[src/rtl/native2axi_master_if.sv]
// AXI4-Lite channel bundle between native2axi_master and an AXI4-Lite slave.
//   master modport : drives aw*/w*/ar* payload+valid, bready, rready
//   slave  modport : drives awready, wready, b*, arready, r*
// ADDR_W/DATA_W must match the bridge's M_AXI_ADDR_WIDTH/M_AXI_DATA_WIDTH.
interface native2axi_master_if #(
  parameter int ADDR_W = 5,
  parameter int DATA_W = 32
);
  logic [ADDR_W-1:0]   awaddr;
  logic [2:0]          awprot;
  logic                awvalid;
  logic                awready;
  logic [DATA_W-1:0]   wdata;
  logic [DATA_W/8-1:0] wstrb;
  logic                wvalid;
  logic                wready;
  logic [1:0]          bresp;
  logic                bvalid;
  logic                bready;
  logic [ADDR_W-1:0]   araddr;
  logic [2:0]          arprot;
  logic                arvalid;
  logic                arready;
  logic [DATA_W-1:0]   rdata;
  logic [1:0]          rresp;
  logic                rvalid;
  logic                rready;

  modport master (
    output awaddr, awprot, awvalid, input awready,
    output wdata, wstrb, wvalid, input wready,
    input  bresp, bvalid, output bready,
    output araddr, arprot, arvalid, input arready,
    input  rdata, rresp, rvalid, output rready
  );

  modport slave (
    input  awaddr, awprot, awvalid, output awready,
    input  wdata, wstrb, wvalid, output wready,
    output bresp, bvalid, input bready,
    input  araddr, arprot, arvalid, output arready,
    output rdata, rresp, rvalid, input rready
  );
endinterface

[src/rtl/native2axi_master.sv]
// native2axi_master: turns one native request strobe into one AXI4-Lite
// write or read and returns a single-cycle completion pulse.
//   M_AXI_aclk/M_AXI_areset : clock, synchronous active-high reset
//   NATIVE_EN/WR/ADDR/DATA_IN : request, sampled on the EN cycle (idle only)
//   NATIVE_DATA_OUT : last read data, held until the next read completes
//   NATIVE_READY    : one-cycle completion pulse; NATIVE_ERR valid with it
//   NATIVE_BUSY     : high whenever an access is in flight
//   m_axi           : AXI4-Lite master channels (native2axi_master_if.master)
// Optional feature macro NATIVE2AXI_WSTRB_EN: adds NATIVE_BE byte enables
// that drive wstrb; without it wstrb is all-ones.
module native2axi_master #(
  parameter int NATIVE_ADDR_WIDTH = 3,
  parameter int NATIVE_DATA_WIDTH = 32,
  parameter int M_AXI_ADDR_WIDTH  = 5,
  parameter int M_AXI_DATA_WIDTH  = 32
) (
  input  logic                         M_AXI_aclk,
  input  logic                         M_AXI_areset,
  input  logic                         NATIVE_EN,
  input  logic                         NATIVE_WR,
  input  logic [NATIVE_ADDR_WIDTH-1:0] NATIVE_ADDR,
  input  logic [NATIVE_DATA_WIDTH-1:0] NATIVE_DATA_IN,
`ifdef NATIVE2AXI_WSTRB_EN
  input  logic [NATIVE_DATA_WIDTH/8-1:0] NATIVE_BE,
`endif
  output logic [NATIVE_DATA_WIDTH-1:0] NATIVE_DATA_OUT,
  output logic                         NATIVE_READY,
  output logic                         NATIVE_ERR,
  output logic                         NATIVE_BUSY,
  native2axi_master_if.master          m_axi
);

  localparam int STRB_W = M_AXI_DATA_WIDTH / 8;

  typedef enum logic [2:0] {IDLE, W_REQ, W_RESP, R_REQ, R_DATA, DONE} state_t;
  state_t state, state_nx;

  logic [M_AXI_ADDR_WIDTH-1:0]  addr_q;
  logic [NATIVE_DATA_WIDTH-1:0] wdata_q;
  logic                         awvalid_q, wvalid_q, arvalid_q;
  logic                         err_q;
  logic [NATIVE_DATA_WIDTH-1:0] dout_q;
  logic                         aw_ok, w_ok;

  // A write channel is "done" once its valid is already down or is being
  // accepted this cycle; both must be done to leave W_REQ.
  assign aw_ok = ~awvalid_q | m_axi.awready;
  assign w_ok  = ~wvalid_q  | m_axi.wready;

  always_ff @(posedge M_AXI_aclk) begin
    if (M_AXI_areset) state <= IDLE;
    else              state <= state_nx;
  end

  always_comb begin
    state_nx = state;
    unique case (state)
      IDLE:    if (NATIVE_EN) state_nx = NATIVE_WR ? W_REQ : R_REQ;
      W_REQ:   if (aw_ok && w_ok) state_nx = W_RESP;
      W_RESP:  if (m_axi.bvalid) state_nx = DONE;
      R_REQ:   if (m_axi.arready) state_nx = R_DATA;
      R_DATA:  if (m_axi.rvalid) state_nx = DONE;
      DONE:    state_nx = IDLE;
      default: state_nx = IDLE;
    endcase
  end

  // Request payload: loaded only on an accepted EN so it stays stable while
  // any valid is up; no reset needed since valids gate it.
  always_ff @(posedge M_AXI_aclk) begin
    if (state == IDLE && NATIVE_EN) begin
      addr_q  <= M_AXI_ADDR_WIDTH'({NATIVE_ADDR, 2'b00});
      wdata_q <= NATIVE_DATA_IN;
    end
  end

`ifdef NATIVE2AXI_WSTRB_EN
  logic [STRB_W-1:0] wstrb_q;
  always_ff @(posedge M_AXI_aclk) begin
    if (state == IDLE && NATIVE_EN) wstrb_q <= NATIVE_BE;
  end
  assign m_axi.wstrb = wstrb_q;
`else
  assign m_axi.wstrb = {STRB_W{1'b1}};
`endif

  // Valids, status and read data. Valids drop only on their own handshake.
  always_ff @(posedge M_AXI_aclk) begin
    if (M_AXI_areset) begin
      awvalid_q <= 1'b0;
      wvalid_q  <= 1'b0;
      arvalid_q <= 1'b0;
      err_q     <= 1'b0;
      dout_q    <= '0;
    end else begin
      unique case (state)
        IDLE: begin
          err_q <= 1'b0;
          if (NATIVE_EN) begin
            awvalid_q <= NATIVE_WR;
            wvalid_q  <= NATIVE_WR;
            arvalid_q <= ~NATIVE_WR;
          end
        end
        W_REQ: begin
          if (m_axi.awready) awvalid_q <= 1'b0;
          if (m_axi.wready)  wvalid_q  <= 1'b0;
        end
        W_RESP: if (m_axi.bvalid) err_q <= (m_axi.bresp != 2'b00);
        R_REQ:  if (m_axi.arready) arvalid_q <= 1'b0;
        R_DATA: if (m_axi.rvalid) begin
          dout_q <= m_axi.rdata;
          err_q  <= (m_axi.rresp != 2'b00);
        end
        // ERR is only meaningful alongside READY; clear it on the way out.
        DONE:    err_q <= 1'b0;
        default: ;
      endcase
    end
  end

  assign m_axi.awaddr  = addr_q;
  assign m_axi.araddr  = addr_q;
  assign m_axi.awprot  = 3'b000;
  assign m_axi.arprot  = 3'b000;
  assign m_axi.wdata   = wdata_q;
  assign m_axi.awvalid = awvalid_q;
  assign m_axi.wvalid  = wvalid_q;
  assign m_axi.arvalid = arvalid_q;
  assign m_axi.bready  = (state == W_RESP);
  assign m_axi.rready  = (state == R_DATA);

  assign NATIVE_DATA_OUT = dout_q;
  assign NATIVE_READY    = (state == DONE);
  assign NATIVE_ERR      = err_q;
  assign NATIVE_BUSY     = (state != IDLE);

endmodule

[src/flat_wrapper.sv]
// flat-port wrapper written by rule: the top's interface ports become plain ports
module native2axi_master_flat 
#(
  parameter int NATIVE_ADDR_WIDTH = 3,
  parameter int NATIVE_DATA_WIDTH = 32,
  parameter int M_AXI_ADDR_WIDTH  = 5,
  parameter int M_AXI_DATA_WIDTH  = 32
)
  (M_AXI_aclk, M_AXI_areset, NATIVE_EN, NATIVE_WR, NATIVE_ADDR, NATIVE_DATA_IN, NATIVE_DATA_OUT, NATIVE_READY, NATIVE_ERR, NATIVE_BUSY, m_axi_awaddr, m_axi_awprot, m_axi_awvalid, m_axi_awready, m_axi_wdata, m_axi_wstrb, m_axi_wvalid, m_axi_wready, m_axi_bresp, m_axi_bvalid, m_axi_bready, m_axi_araddr, m_axi_arprot, m_axi_arvalid, m_axi_arready, m_axi_rdata, m_axi_rresp, m_axi_rvalid, m_axi_rready);
  native2axi_master_if m_axi_i ();
  input  logic M_AXI_aclk;
  input  logic M_AXI_areset;
  input  logic NATIVE_EN;
  input  logic NATIVE_WR;
  input  logic [NATIVE_ADDR_WIDTH-1:0] NATIVE_ADDR;
  input  logic [NATIVE_DATA_WIDTH-1:0] NATIVE_DATA_IN;
  output logic [NATIVE_DATA_WIDTH-1:0] NATIVE_DATA_OUT;
  output logic NATIVE_READY;
  output logic NATIVE_ERR;
  output logic NATIVE_BUSY;
  output wire logic [$bits(m_axi_i.awaddr)-1:0] m_axi_awaddr;
  output wire logic [$bits(m_axi_i.awprot)-1:0] m_axi_awprot;
  output wire logic [$bits(m_axi_i.awvalid)-1:0] m_axi_awvalid;
  input wire logic [$bits(m_axi_i.awready)-1:0] m_axi_awready;
  output wire logic [$bits(m_axi_i.wdata)-1:0] m_axi_wdata;
  output wire logic [$bits(m_axi_i.wstrb)-1:0] m_axi_wstrb;
  output wire logic [$bits(m_axi_i.wvalid)-1:0] m_axi_wvalid;
  input wire logic [$bits(m_axi_i.wready)-1:0] m_axi_wready;
  input wire logic [$bits(m_axi_i.bresp)-1:0] m_axi_bresp;
  input wire logic [$bits(m_axi_i.bvalid)-1:0] m_axi_bvalid;
  output wire logic [$bits(m_axi_i.bready)-1:0] m_axi_bready;
  output wire logic [$bits(m_axi_i.araddr)-1:0] m_axi_araddr;
  output wire logic [$bits(m_axi_i.arprot)-1:0] m_axi_arprot;
  output wire logic [$bits(m_axi_i.arvalid)-1:0] m_axi_arvalid;
  input wire logic [$bits(m_axi_i.arready)-1:0] m_axi_arready;
  input wire logic [$bits(m_axi_i.rdata)-1:0] m_axi_rdata;
  input wire logic [$bits(m_axi_i.rresp)-1:0] m_axi_rresp;
  input wire logic [$bits(m_axi_i.rvalid)-1:0] m_axi_rvalid;
  output wire logic [$bits(m_axi_i.rready)-1:0] m_axi_rready;
  assign m_axi_awaddr = m_axi_i.awaddr;
  assign m_axi_awprot = m_axi_i.awprot;
  assign m_axi_awvalid = m_axi_i.awvalid;
  assign m_axi_i.awready = m_axi_awready;
  assign m_axi_wdata = m_axi_i.wdata;
  assign m_axi_wstrb = m_axi_i.wstrb;
  assign m_axi_wvalid = m_axi_i.wvalid;
  assign m_axi_i.wready = m_axi_wready;
  assign m_axi_i.bresp = m_axi_bresp;
  assign m_axi_i.bvalid = m_axi_bvalid;
  assign m_axi_bready = m_axi_i.bready;
  assign m_axi_araddr = m_axi_i.araddr;
  assign m_axi_arprot = m_axi_i.arprot;
  assign m_axi_arvalid = m_axi_i.arvalid;
  assign m_axi_i.arready = m_axi_arready;
  assign m_axi_i.rdata = m_axi_rdata;
  assign m_axi_i.rresp = m_axi_rresp;
  assign m_axi_i.rvalid = m_axi_rvalid;
  assign m_axi_rready = m_axi_i.rready;
  native2axi_master #(.NATIVE_ADDR_WIDTH(NATIVE_ADDR_WIDTH), .NATIVE_DATA_WIDTH(NATIVE_DATA_WIDTH), .M_AXI_ADDR_WIDTH(M_AXI_ADDR_WIDTH), .M_AXI_DATA_WIDTH(M_AXI_DATA_WIDTH)) u_core (.M_AXI_aclk(M_AXI_aclk), .M_AXI_areset(M_AXI_areset), .NATIVE_EN(NATIVE_EN), .NATIVE_WR(NATIVE_WR), .NATIVE_ADDR(NATIVE_ADDR), .NATIVE_DATA_IN(NATIVE_DATA_IN), .NATIVE_DATA_OUT(NATIVE_DATA_OUT), .NATIVE_READY(NATIVE_READY), .NATIVE_ERR(NATIVE_ERR), .NATIVE_BUSY(NATIVE_BUSY), .m_axi(m_axi_i));
endmodule
[config.mk]
export PLATFORM = sky130hd
export DESIGN_NAME = native2axi_master_flat
export DESIGN_NICKNAME = d
export VERILOG_FILES = /design/src/rtl/native2axi_master_if.sv /design/src/rtl/native2axi_master.sv /design/src/flat_wrapper.sv
export SDC_FILE = /design/constraint.sdc
export NUM_CORES = 1
export LEC_CHECK = 0
export BUFFER_PORTS_ARGS = -buffer_cell sky130_fd_sc_hd__buf_2
export CORE_MARGIN = 8
export CORE_UTILIZATION = 28
export DETAILED_ROUTE_END_ITERATION = 16
export PLACE_DENSITY_LB_ADDON = 0.2
export SLEW_MARGIN = 20
export SYNTH_ARGS = -nofsm -noshare
export SYNTH_HDL_FRONTEND = slang
export SYNTH_SLANG_ARGS = --single-unit
[constraint.sdc]
create_clock -name M_AXI_aclk -period 2.59 [get_ports M_AXI_aclk]
set_input_delay 0.6475 -clock M_AXI_aclk [delete_from_list [all_inputs] [get_ports M_AXI_aclk]]
set_output_delay 0.6475 -clock M_AXI_aclk [all_outputs]
set_load 0.02 [all_outputs]
Word level (Yosys, flattened, before mapping)
Cells that the tools add are included.
{"block": "totals", "register_bits": 74, "latchBits": 0, "ramBits": 0, "rom_bits": 0, "in_bits": 80, "output_inout_bits": 92, "elab_cells": 59, "mem_count": 0}
{"block": "op_classes", "add_sub_neg": 0, "n_mul": 0, "n_div": 0, "magnitude_cmp": 0, "eq_ne": 12, "shifts": 0, "muxes": 18, "n_bitwise": 5, "reduce_logical": 16}
{"op": "3-bit 2-to-1 mux", "count": 5}
{"op": "3-bit one-hot mux with 5 select lines", "count": 1}
{"op": "2-bit inequality test, second input constant", "count": 6}
{"op": "3-bit AND reduction", "count": 4}
{"op": "2-bit nonzero test", "count": 4}
{"op": "1-bit 2-to-1 mux", "count": 7}
{"op": "3-bit by 2-bit == test with 1-bit output, second input constant", "count": 2}
{"op": "3-bit == test, second input constant", "count": 2}
{"op": "1-bit one-hot mux with 2 select lines", "count": 3}
{"op": "3-bit nonzero test", "count": 2}
{"op": "5-bit AND reduction", "count": 1}
{"op": "3-bit by 1-bit == test with 1-bit output, second input constant", "count": 1}
{"op": "3-bit zero test", "count": 1}
{"op": "1-bit NOT", "count": 3}
{"op": "1-bit one-hot mux with 3 select lines", "count": 1}
{"op": "1-bit logical AND", "count": 2}
{"op": "2-bit 2-to-1 mux", "count": 1}
{"op": "2-bit by 1-bit inequality test with 1-bit output, second input constant", "count": 1}
{"op": "1-bit bitwise OR", "count": 2}
{"op": "2-bit AND reduction", "count": 1}
{"op": "2-bit OR reduction", "count": 1}

Longest topological paths before layout
{"block": "logic_depth", "word_depth": 5, "ltp_mapped": 6, "depth_no_buf": 4}

Worst setup path after synthesis
No wires, ideal clock.
{"block": "synth_path", "kind": "register to register", "start": "register u_core.state[0]", "end": "register u_core.addr_q[2], in the netlist u_core.m_axi.araddr[2] (enable)", "setup_ns": 0.430, "arrival_time_ns": 2.350, "required_ns": 2.160, "path_slack_ns": -0.190, "stages_incl_launch_ff": 3, "n_path_buf": 0, "synth_period_minus_slack_ns": 2.780, "cell_sequence": "dfxtp_1 > or3_4 > nor2_1"}
{"block": "synth_between", "elab_chain_len": 2}
{"item": "start, declared", "line_no": "native2axi_master.sv:36", "text": "state_t state, state_nx;"}
{"item": "start signal, assigned", "line_no": "native2axi_master.sv:52", "text": "else state <= state_nx;"}
{"item": "3-bit zero test", "line_no": "native2axi_master.sv:71", "text": "if (state == IDLE && NATIVE_EN) begin"}
{"item": "1-bit logical AND", "line_no": "native2axi_master.sv:71"}
{"item": "end signal, assigned", "line_no": "native2axi_master.sv:72", "text": "addr_q <= M_AXI_ADDR_WIDTH'({NATIVE_ADDR, 2'b00});"}
{"item": "end, declared", "line_no": "native2axi_master.sv:38", "text": "logic [M_AXI_ADDR_WIDTH-1:0] addr_q;"}
Every way passes these cells.
A chain may end at the register's enable or synchronous reset.

Worst setup path in the final report
{"block": "layout_path", "start": "register u_core.state[0]", "end": "output NATIVE_BUSY"}
{"block": "layout_between", "elab_chain_len": 1}
{"item": "3-bit nonzero test", "line_no": "native2axi_master.sv:136", "text": "assign NATIVE_BUSY = (state != IDLE);"}
{"item": "end, declared", "line_no": "flat_wrapper.sv:20", "text": "output logic NATIVE_BUSY;"}
Every way passes these cells.

==> flow_metrics.env <==
export IMPL_endpoint_kind="output pin"
export IMPL_yosysWarnings=0
export IMPL_final_util=0.393
export IMPL_cts_root_buf="clkbuf_8"
export IMPL_slew_headroom=0.643
export IMPL_rows=36
export IMPL_crit_fanout=16
export IMPL_fillCellCount=1017
export IMPL_clk_pin_slew_ps=80
export IMPL_clkSinkCount=74
export IMPL_postCtsSetupRepairBufs=0
export IMPL_grt_start_max_net_pins=38
export IMPL_portBuffers=157
export IMPL_antenna_found_initial=0
export IMPL_place_congestion=0.757
export IMPL_hold_class="register to register"
export IMPL_synth_cell_types=30
export IMPL_multi_input_area_um2=791
export IMPL_die_h_um=116
export IMPL_drive_above_1_share=0.435
export IMPL_final_nets=493
export IMPL_cts_tree="done"
export IMPL_met1_usage=0.132
export IMPL_area_growth_syn_to_layout_pct=36.8
export IMPL_path_class="register to output pin"
export IMPL_hold_path_depth=2
export IMPL_ir_drop_uv=305
export IMPL_htreeDepth=3
export IMPL_grt_use_total=0.111
export IMPL_min_period_ps=2110
export IMPL_synthCells=260
export IMPL_slew_viol_final=0
export IMPL_reg2reg_depth=3
export IMPL_dr_pass1_iters=4
export IMPL_seq_area_frac_synth=0.655
export IMPL_max_clock_path_buffers=2
export IMPL_clock_latency_ps=330
export IMPL_grt_busiest_layer="met2"
export IMPL_tightest_slew_ps=534
export IMPL_whs_endpoint="u_core.NATIVE_DATA_OUT[13]"
export IMPL_first_global_vias=2344
export IMPL_dieArea_um2=13400
export IMPL_grt_pass1_wl_um=11600
export IMPL_finalCritPeriodShare=0.814
export IMPL_met3_usage=0.0542
export IMPL_worst_ep_required_time_ps=1940
export IMPL_finClkSkew_ps=12.0
export IMPL_floorplan_initialDensity=0.287
export IMPL_io_pins=172
export IMPL_hold_path_startpoint="u_core.NATIVE_DATA_OUT[13]"
export IMPL_final_seq_area_um2=1830
export IMPL_timing_fmax_mhz=474
export IMPL_holdBufCountCts=0
export IMPL_hold_slack_ps=450
export IMPL_arrival_ps=1460
export IMPL_core_um2=9730
export IMPL_grt_use_met2=0.167
export IMPL_viasPerCell=4.15
export IMPL_synth_area_top_cells="edfxtp_1, dfxtp_1, nand2_1, a21oi_1, buf_4"
export IMPL_leakage_nw=1.68
export IMPL_fp_dieW_um=116
export IMPL_cts_resized_gates=0
export IMPL_drc=0
export IMPL_ant_nets=0
export IMPL_grt_overflow=0
export IMPL_synth_seq_cells=74
export IMPL_rr_startpoint="u_core.state[0]"
export IMPL_yosys_area_top_type="edfxtp_1"
export IMPL_status="finished, final reports clean"
export IMPL_rsz0062_at_grt="no"
export IMPL_vias=2287
export IMPL_p_per_area_nw_per_um2=798
export IMPL_setup_tns_ps=0
export IMPL_startpoint_type="register"
export IMPL_avgSynthCellArea_um2=10.8
export IMPL_final_hold_violation_count=0
export IMPL_synth_top_area_share=0.376
export IMPL_synth_cell_area_um2=2800
export IMPL_dr_first_iter_drc_count=77
export IMPL_setup_viol=0
export IMPL_wire_per_inst_um=13.9
export IMPL_hpwl_um=5840
export IMPL_numCtsBuffers=9
export IMPL_maxCapViolCount=0
export IMPL_routed_wl_um=7660
export IMPL_antenna_diode_count=0
export IMPL_rr_endpoint="u_core.m_axi.wdata[6]"
export IMPL_r2r_slack_ps=770
==> metrics by stage <==
stage          power (mW)  setup slack, ps  cell area (um^2)  std cells
2_1_floorplan        1.97              421              2840        272
3_3_place_gp         2.20              813              3620        535
3_5_place_dp         2.21              768              3620        535
4_1_cts              3.11              459              3820        551
5_1_grt              3.23              385              3820        551
6_report             3.05              482              3820        551
==> critical path: stages (launching register included) <==
cell	delay, ps
dfxtp_1	480
or3_4	470
buf_2	170
==> Yosys cell counts <==
library cell / n
nand2b_1: 2
o31ai_1: 2
nor3b_4: 1
nand2_1: 69
a211oi_1: 2
a21oi_1: 40
mux2i_1: 2
dfxtp_1: 39
nand3_1: 1
conb_1: 2
o311ai_2: 1
o31a_1: 1
nor4b_1: 1
o21a_1: 1
and2_1: 2
buf_2: 3
nor3_1: 2
a31oi_1: 1
nor2b_1: 4
o211ai_1: 1
o21ai_0: 6
nor2_1: 7
or3_4: 1
o21bai_1: 1
clkbuf_1: 8
nand3b_1: 1
buf_6: 3
edfxtp_1: 35
buf_4: 18
inv_1: 3
==> state kept, by name (all words and copies together) (netlist names) <==
name / count
u_core.NATIVE_ERR: 1
u_core.NATIVE_DATA_OUT: 32
u_core.m_axi.arvalid: 1
u_core.state: 3
u_core.m_axi.wdata: 32
u_core.m_axi.wvalid: 1
u_core.m_axi.araddr: 3
u_core.m_axi.awvalid: 1
==> cells in the final DEF (no fill, tap or decap), types with 2 or more instances in the layout <==
| cell | n |
|---|---|
| buf_4 | 5 |
| edfxtp_1 | 35 |
| nand2b_1 | 2 |
| inv_6 | 2 |
| o31ai_1 | 2 |
| nor3_1 | 2 |
| o21ai_0 | 6 |
| conb_1 | 14 |
| mux2i_1 | 2 |
| clkbuf_8 | 9 |
| clkinv_2 | 2 |
| nand2_1 | 69 |
| clkinv_4 | 2 |
| dfxtp_1 | 39 |
| nor2b_1 | 4 |
| a211oi_1 | 2 |
| nor2_1 | 6 |
| and2_1 | 2 |
| a21oi_1 | 40 |
| buf_2 | 157 |
| inv_1 | 3 |
==> report_power, final <==
group	total (mW)	switching, mW	internal (mW)
registers	1.47	0.0785	1.39
clock network	0.883	0.432	0.452
logic	0.695	0.456	0.240
total	3.05	0.966	2.09
==> cell type report <==
| type | instances | area share |
|---|---|---|
| Clock buffer | 9 | 0.0324 |
| Clock inverter | 7 | 0.0196 |
| Inverter | 3 | 0.00295 |
| Multi-Input combinational cell | 163 | 0.207 |
| Sequential cell | 74 | 0.479 |
| Tap cell | 133 | 0.0435 |
| Timing Repair Buffer | 162 | 0.215 |
==> how the worst max path moves through the flow <==
stage / cells past startpoint / end / slack (ps) / from
after CTS: 2 / NATIVE_BUSY / 460 / u_core.state[0]
after detailed placement: 3 / u_core.m_axi.wdata[3] / 770 / u_core.state[0]
after floorplan: 2 / u_core.m_axi.araddr[2] / 420 / u_core.state[0]
after global placement: 3 / u_core.m_axi.wdata[16] / 810 / u_core.state[0]
final: 2 / NATIVE_BUSY / 480 / u_core.state[0]
after global routing: 3 / m_axi_bready / 380 / u_core.state[0]
==> cell families after synthesis <==
kind of cell / after synthesis / synth area share
and+or+nand+nor: 91 / 0.142
DFF: 74 / 0.655
AOI/OAI and AO/OA: 56 / 0.112
buffers and inverters: 35 / 0.0806
muxes: 2 / 0.00716
other: 2 / 0.00269
==> layer usage <==
layer	wire, um	vias up
met5	0	-
met4	100	0
met3	1100	10
met2	3210	122
met1	3240	999
li1	-	1156
Power figures use the tool's default switching activity.
